==> src/rtl/mau_pkg.sv <==
// Shared constants for the memory access unit: access sizes, FSM states
// and the mask that turns a byte address into a word address.
package mau_pkg;

    localparam logic [1:0] SIZE_BYTE = 2'd0;
    localparam logic [1:0] SIZE_HALF = 2'd1;
    localparam logic [1:0] SIZE_WORD = 2'd2;
    localparam logic [1:0] SIZE_RSVD = 2'd3;

    localparam logic [31:0] WORD_ALIGN_MASK = 32'hFFFF_FFFC;

    typedef enum logic [1:0] {
        ST_IDLE  = 2'd0,
        ST_READ  = 2'd1,
        ST_WRITE = 2'd2,
        ST_RESP  = 2'd3
    } mau_state_t;

endpackage

==> src/rtl/mau_lane.sv <==
// Byte-lane logic: merges right-aligned store data into a memory word and
// extracts/extends load data from a memory word, both by address lane.
module mau_lane
    import mau_pkg::*;
(
    input  logic [31:0] word,
    input  logic [1:0]  lane,
    input  logic [1:0]  size,
    input  logic        is_unsigned,
    input  logic [31:0] wdata,
    output logic [31:0] st_word,
    output logic [31:0] ld_word
);

    logic [7:0]  sel_byte;
    logic [15:0] sel_half;

    // Lane select, merge and extension for the current size
    always_comb begin
        st_word  = word;
        ld_word  = word;
        sel_byte = word[7:0];
        sel_half = lane[1] ? word[31:16] : word[15:0];
        case (lane)
            2'd0: sel_byte = word[7:0];
            2'd1: sel_byte = word[15:8];
            2'd2: sel_byte = word[23:16];
            2'd3: sel_byte = word[31:24];
            default: sel_byte = word[7:0];
        endcase
        case (size)
            SIZE_BYTE: begin
                case (lane)
                    2'd0: st_word[7:0]   = wdata[7:0];
                    2'd1: st_word[15:8]  = wdata[7:0];
                    2'd2: st_word[23:16] = wdata[7:0];
                    2'd3: st_word[31:24] = wdata[7:0];
                    default: st_word = word;
                endcase
                ld_word = is_unsigned ? {24'h0, sel_byte} : {{24{sel_byte[7]}}, sel_byte};
            end
            SIZE_HALF: begin
                if (lane[1]) st_word[31:16] = wdata[15:0];
                else         st_word[15:0]  = wdata[15:0];
                ld_word = is_unsigned ? {16'h0, sel_half} : {{16{sel_half[15]}}, sel_half};
            end
            default: begin
                st_word = wdata;
                ld_word = word;
            end
        endcase
    end

endmodule

==> src/rtl/mem_access_unit.sv <==
// Load/store unit between the MEM stage and a word-addressed data memory.
// One request at a time; sub-word stores are read-modify-write; misaligned
// or illegal-size requests answer with an error and never touch memory.
// All outputs are registered from the next-state decode.
module mem_access_unit
    import mau_pkg::*;
#(
    parameter int ADDR_W = 32,
    parameter int DATA_W = 32
) (
    input  logic              clk,
    input  logic              reset,
    input  logic              req_valid,
    output logic              req_ready,
    input  logic              req_we,
    input  logic [1:0]        req_size,
    input  logic              req_unsigned,
    input  logic [ADDR_W-1:0] req_addr,
    input  logic [DATA_W-1:0] req_wdata,
    input  logic [31:0]       req_pc,
    output logic              resp_valid,
    output logic [DATA_W-1:0] resp_rdata,
    output logic              resp_err,
    output logic              mem_read,
    output logic              mem_write,
    output logic [ADDR_W-1:0] mem_addr,
    output logic [DATA_W-1:0] mem_wdata,
    output logic [31:0]       mem_pc,
    input  logic [DATA_W-1:0] mem_rdata
);

    mau_state_t        state_q, state_d;
    logic              we_q, we_d;
    logic [1:0]        size_q, size_d;
    logic              uns_q, uns_d;
    logic [ADDR_W-1:0] addr_q, addr_d;
    logic [DATA_W-1:0] wdata_q, wdata_d;
    logic [31:0]       pc_q, pc_d;
    logic [DATA_W-1:0] word_q, word_d;

    logic              req_ready_q, req_ready_d;
    logic              resp_valid_q, resp_valid_d;
    logic              resp_err_q, resp_err_d;
    logic [DATA_W-1:0] resp_rdata_q, resp_rdata_d;
    logic              mem_read_q, mem_read_d;
    logic              mem_write_q, mem_write_d;
    logic [ADDR_W-1:0] mem_addr_q, mem_addr_d;
    logic [DATA_W-1:0] mem_wdata_q, mem_wdata_d;

    logic              bad_req;
    logic [DATA_W-1:0] lane_st_word;
    logic [DATA_W-1:0] lane_ld_word;

    // The lane logic sees the word being captured this cycle (mem_rdata in READ)
    mau_lane u_lane (
        .word        (word_d),
        .lane        (addr_q[1:0]),
        .size        (size_q),
        .is_unsigned (uns_q),
        .wdata       (wdata_q),
        .st_word     (lane_st_word),
        .ld_word     (lane_ld_word)
    );

    // Next-state, request latch and registered-output decode
    always_comb begin
        state_d      = state_q;
        we_d         = we_q;
        size_d       = size_q;
        uns_d        = uns_q;
        addr_d       = addr_q;
        wdata_d      = wdata_q;
        pc_d         = pc_q;
        word_d       = word_q;
        resp_err_d   = 1'b0;
        resp_rdata_d = '0;
        mem_wdata_d  = '0;
        bad_req      = (req_size == SIZE_RSVD)
                    || ((req_size == SIZE_HALF) && req_addr[0])
                    || ((req_size == SIZE_WORD) && (req_addr[1:0] != 2'b00));
        case (state_q)
            ST_IDLE: begin
                if (req_valid) begin
                    we_d    = req_we;
                    size_d  = req_size;
                    uns_d   = req_unsigned;
                    addr_d  = req_addr;
                    wdata_d = req_wdata;
                    pc_d    = req_pc;
                    if (bad_req) begin
                        state_d    = ST_RESP;
                        resp_err_d = 1'b1;
                    end else if (req_we && (req_size == SIZE_WORD)) begin
                        state_d     = ST_WRITE;
                        mem_wdata_d = req_wdata;
                    end else begin
                        state_d = ST_READ;
                    end
                end
            end
            ST_READ: begin
                word_d = mem_rdata;
                if (we_q) begin
                    state_d     = ST_WRITE;
                    mem_wdata_d = lane_st_word;
                end else begin
                    state_d      = ST_RESP;
                    resp_rdata_d = lane_ld_word;
                end
            end
            ST_WRITE: state_d = ST_RESP;
            ST_RESP:  state_d = ST_IDLE;
            default:  state_d = ST_IDLE;
        endcase
        req_ready_d  = (state_d == ST_IDLE);
        resp_valid_d = (state_d == ST_RESP);
        mem_read_d   = (state_d == ST_READ);
        mem_write_d  = (state_d == ST_WRITE);
        mem_addr_d   = (mem_read_d || mem_write_d) ? (addr_d & ADDR_W'(WORD_ALIGN_MASK)) : '0;
    end

    // State, latched request and registered outputs; reset aborts any transaction
    always_ff @(posedge clk or negedge reset) begin
        if (!reset) begin
            state_q      <= ST_IDLE;
            we_q         <= 1'b0;
            size_q       <= 2'b00;
            uns_q        <= 1'b0;
            addr_q       <= '0;
            wdata_q      <= '0;
            pc_q         <= '0;
            word_q       <= '0;
            req_ready_q  <= 1'b1;
            resp_valid_q <= 1'b0;
            resp_err_q   <= 1'b0;
            resp_rdata_q <= '0;
            mem_read_q   <= 1'b0;
            mem_write_q  <= 1'b0;
            mem_addr_q   <= '0;
            mem_wdata_q  <= '0;
        end else begin
            state_q      <= state_d;
            we_q         <= we_d;
            size_q       <= size_d;
            uns_q        <= uns_d;
            addr_q       <= addr_d;
            wdata_q      <= wdata_d;
            pc_q         <= pc_d;
            word_q       <= word_d;
            req_ready_q  <= req_ready_d;
            resp_valid_q <= resp_valid_d;
            resp_err_q   <= resp_err_d;
            resp_rdata_q <= resp_rdata_d;
            mem_read_q   <= mem_read_d;
            mem_write_q  <= mem_write_d;
            mem_addr_q   <= mem_addr_d;
            mem_wdata_q  <= mem_wdata_d;
        end
    end

    assign req_ready  = req_ready_q;
    assign resp_valid = resp_valid_q;
    assign resp_err   = resp_err_q;
    assign resp_rdata = resp_rdata_q;
    assign mem_read   = mem_read_q;
    assign mem_write  = mem_write_q;
    assign mem_addr   = mem_addr_q;
    assign mem_wdata  = mem_wdata_q;
    assign mem_pc     = pc_q;

endmodule

==> config.mk <==
export PLATFORM = sky130hd
export DESIGN_NAME = mem_access_unit
export DESIGN_NICKNAME = d
export VERILOG_FILES = /design/src/rtl/mau_pkg.sv /design/src/rtl/mau_lane.sv /design/src/rtl/mem_access_unit.sv
export SDC_FILE = /design/constraint.sdc
export NUM_CORES = 1
export LEC_CHECK = 0
export BUFFER_PORTS_ARGS = -buffer_cell sky130_fd_sc_hd__buf_4
export CORE_UTILIZATION = 40
export DETAILED_ROUTE_END_ITERATION = 10
export PLACE_DENSITY = 0.72
export SLEW_MARGIN = 20
export SYNTH_ARGS = -nofsm -noshare
export SYNTH_HDL_FRONTEND = slang
export SYNTH_SLANG_ARGS = --single-unit
export TNS_END_PERCENT = 100
==> constraint.sdc <==
create_clock -name clk -period 4.22 [get_ports clk]
set_clock_uncertainty 0.2 [all_clocks]
set_input_delay 1.266 -clock clk [delete_from_list [all_inputs] [get_ports clk]]
set_output_delay 1.266 -clock clk [all_outputs]
set_load 0.01 [all_outputs]
==> Flow_metrics.wiki <==
{| class="wikitable"
! Metric !! Value
|-
| Gate count after technology mapping || 1002
|-
| Initial antenna violation count || 2
|-
| Row count || 56
|-
| Critical Path Max Stage Delay || 1.05 ns
|-
| Area overhead of the layout relative to synthesis || 32.1%
|-
| Final worst path period need || 3.06 ns
|-
| Total vias in the final route || 8203
|-
| Final cell count without fillers || 1583
|-
| Combined global-route utilization of all metal layers || 0.229
|-
| Die outline area || 25000 µm²
|-
| GPL Wtd Cong || 0.887
|-
| Buffer levels on the longest clock path || 3
|-
| Arrival time worst endpoint || 3.20 ns
|-
| Total Routed Length || 28.9 mm
|-
| First-pass detailed-route iteration total || 5
|-
| Clk sinks || 233
|-
| Critical Path, Cell by Cell || buf_4 > nor4_1 > nor3_1 > a21oi_1 > a21oi_1 > ha_1 > a21oi_1
|-
| Count of synthesis-stage warnings from yosys || 0
|-
| TritonCTS clock tree || done
|-
| Crit-path most repeated cell || sky130_fd_sc_hd__a21oi_1
|-
| Top FF cell, synth || sky130_fd_sc_hd__dfrtp_1
|-
| Static power due to leakage || 6.59 nW
|-
| Via-per-instance ratio || 5.18
|-
| Final setup vio count || 0
|-
| Chip width || 158 µm
|-
| Critical path endpoint category || register
|-
| Part of the Yosys area used for sequential elements || 0.598
|-
| Core occupancy in the finished layout || 0.544
|-
| Maximum operating frequency || 326 MHz
|-
| Family with the most delay on the worst path || adder cells
|-
| Async set-or-reset flop fraction in the synthesized netlist || 1.00
|-
| Number of register bits inferred by synthesis || 233
|-
| I/O pin count || 268
|-
| Post-CTS Hold Fix Bufs || 0
|-
| Starting density of the core || 0.412
|-
| Routed length per placed instance || 18.2 µm
|-
| Root cell of the clock tree || sky130_fd_sc_hd__clkbuf_16
|-
| Number of levels the H-tree was split into || 1
|-
| Power Density || 789 nW/µm²
|-
| CP max FO || 30
|-
| Cts bufs inserted || 25
|-
| Final period util || 0.726
|-
| Number of port buffers || 265
|-
| Wire length of the first global-routing pass || 44.1 mm
|-
| Peak VDD IR || 0.624 mV
|-
| Final setup margin || 1.16 ns
|-
| Count of distinct cell types in the synthesized netlist || 44
|-
| Clk pin slew, worst setup/hold paths || 0.06 ns
|-
| Cell with the biggest individual delay on the critical path || sky130_fd_sc_hd__ha_1
|-
| Outcome || finished clean
|-
| Via count of the first global-routing pass || 7973
|-
| Vertical die dimension || 158 µm
|-
| Count of instances resized after the clock tree is built || 0
|-
| Number of enable-type register cells in the synthesized netlist || 0
|-
| Setup repair after global routing missed its margin || false
|-
| Critical path launch point type || input pin
|-
| Slew at the pin closest to its max-slew limit || 1.09 ns
|-
| Final TNS setup || 0 ns
|-
| Post-synthesis instance area || 9760 µm²
|-
| Area of the core region || 23700 µm²
|-
| Post-detail-place hpwl || 20.1 mm
|-
| Clock latency at the later pin of the worst-skew pair || 0.52 ns
|-
| Average footprint of a synthesized cell || 9.74 µm²
|-
| Class of the worst hold path || reg2reg
|-
| Number of max-capacitance violations reported || 0
|-
| Detailed-route DRC error count || 0
|-
| Fraction of layout instances using a drive strength above 1 || 0.294
|-
| Final nets || 1388
|-
| Final Max Tran Viols || 0
|-
| Total chip power || 10.2 mW
|-
| Data required time of the worst path || 4.36 ns
|-
| Number of nets with antenna violations after detailed routing || 0
|-
| Grt total ovfl || 0
|-
| First DRT Iteration DRCs || 563
|-
| Final-report hold violation count || 0
|-
| Setup Buffers After CTS || 0
|-
| Pin count of the biggest net entering global routing || 86
|-
| Placement Setup Slack || 0.628 ns
|-
| Cell count after placement || 1538
|-
| Worst path bufs/invs || 1
|-
| Max_slew headroom || 0.274
|-
| Class of the most critical setup path || in2reg
|}
[sequential cells by signal (all words and copies together), names as in the netlist]
signal	cells
mem_write	1
word_q	32
resp_rdata	32
addr_q	32
size_q	2
we_q	1
state_q	2
uns_q	1
resp_valid	1
req_ready	1
mem_addr	30
mem_read	1
wdata_q	32
mem_pc	32
resp_err	1
mem_wdata	32
[Yosys cell counts, types with 16 or more instances]
master | instances | area share
sky130_fd_sc_hd__mux2_2 | 21 | 0.024
sky130_fd_sc_hd__mux2i_1 | 16 | 0.016
sky130_fd_sc_hd__nor2_1 | 59 | 0.023
sky130_fd_sc_hd__clkbuf_1 | 48 | 0.018
sky130_fd_sc_hd__nand3_1 | 16 | 0.0082
sky130_fd_sc_hd__o21ai_0 | 34 | 0.017
sky130_fd_sc_hd__nand2_1 | 315 | 0.12
sky130_fd_sc_hd__inv_1 | 33 | 0.013
sky130_fd_sc_hd__o22ai_1 | 16 | 0.010
sky130_fd_sc_hd__o221ai_1 | 17 | 0.015
sky130_fd_sc_hd__dfrtp_1 | 232 | 0.60
sky130_fd_sc_hd__a21oi_1 | 82 | 0.042
[worst paths after layout]
kind	startpoint	endpoint	slack [ns]	cells after the start
max	req_size[0]	mem_addr[5]$_DFF_PN0_	1.16	7
min	addr_q[3]$_DFF_PN0_	addr_q[3]$_DFF_PN0_	0.27	2
max reg2reg	state_q[1]$_DFF_PN0_	resp_rdata[16]$_DFF_PN0_	1.20	8
min reg2reg	addr_q[3]$_DFF_PN0_	addr_q[3]$_DFF_PN0_	0.27	2
max in group asynchronous	reset	mem_pc[5]$_DFFE_PN0P_	2.43	2
min in group asynchronous	reset	word_q[27]$_DFF_PN0_	0.56	1
[metrics by stage]
| stage | instance area, µm² | hold WS (ns) |
|---|---|---|
| detailed placement | 12000 | 0.257 |
| global placement | 12000 | 0.251 |
| floorplan | 9760 | 0.239 |
| finish | 12900 | 0.268 |
| CTS | 12900 | 0.273 |
| global route | 12900 | 0.290 |
[report_power, final]
group          total (mW)  switching, mW  internal (mW)
clock                2.27          0.899           1.37
sequential           3.64          0.522           3.12
combinational        4.26           2.64           1.62
total                10.2           4.06           6.11
[cells by family (layout without fill, tap and decap cells)]
kind of cell               Yosys count  after routing  share of synthesized area
AOI/OAI and AO/OA                  210            210                      0.141
buffers and inverters              100            360                     0.0422
muxes                               40             40                     0.0449
and+or+nand+nor                    411            411                      0.165
adders and majority gates            7              7                    0.00898
other                                1              3                   0.000384
DFF                                233            233                      0.598
[per-layer routing]
metal	global-route usage	wire, µm	vias up
met3	0.0517	2370	54
met1	0.312	12300	3944
met2	0.363	13400	364
met5	0	14	-
li1	-	-	3839
met4	0.0723	797	2
[cell usage in the layout (no fill, tap or decap), types with 3 or more instances in the layout]
cell                        netlist  layout
sky130_fd_sc_hd__a211oi_1        14      14
sky130_fd_sc_hd__dfrtp_1        232     232
sky130_fd_sc_hd__nand2_1        315     314
sky130_fd_sc_hd__o32ai_1          7       7
sky130_fd_sc_hd__buf_4            3     279
sky130_fd_sc_hd__bufinv_16        0       3
sky130_fd_sc_hd__o211a_1          6       6
sky130_fd_sc_hd__mux2i_1         16      16
sky130_fd_sc_hd__a221o_1          6       6
sky130_fd_sc_hd__nor3_1           5       5
sky130_fd_sc_hd__clkbuf_8         0       6
sky130_fd_sc_hd__o221ai_1        17      17
sky130_fd_sc_hd__mux2i_2          3       3
sky130_fd_sc_hd__a21oi_1         82      82
sky130_fd_sc_hd__inv_1           33      33
sky130_fd_sc_hd__mux2_2          21      21
sky130_fd_sc_hd__nor2_1          59      59
sky130_fd_sc_hd__nand3_1         16      16
sky130_fd_sc_hd__clkbuf_16        0      25
sky130_fd_sc_hd__clkinv_2         0       5
sky130_fd_sc_hd__o22ai_1         16      16
sky130_fd_sc_hd__or2_2            6       6
sky130_fd_sc_hd__a21oi_2         10      10
sky130_fd_sc_hd__ha_1             7       6
sky130_fd_sc_hd__o21ai_0         34      34
sky130_fd_sc_hd__a31oi_1          6       6
sky130_fd_sc_hd__nand2b_1         3       3
sky130_fd_sc_hd__a221oi_1         4       4
[final cells by class]
| type | instances | area (µm²) |
|---|---|---|
| fillers | 2122 | 10800 |
| flip-flops and latches | 233 | 5830 |
| multi-input cells | 670 | 3520 |
| repair buffers | 282 | 2150 |
| clock buffers | 33 | 716 |
| well taps | 319 | 399 |
| clock inverters | 11 | 140 |
| inverters | 34 | 128 |
| diodes | 1 | 2.50 |
[worst min-delay path, cell delays in order (launching register included)]
cell                      delay, ns
sky130_fd_sc_hd__dfrtp_1       0.32
sky130_fd_sc_hd__nand2_1       0.06
sky130_fd_sc_hd__nand2_1       0.06
Note: power is estimated with default switching activity, not from simulation.
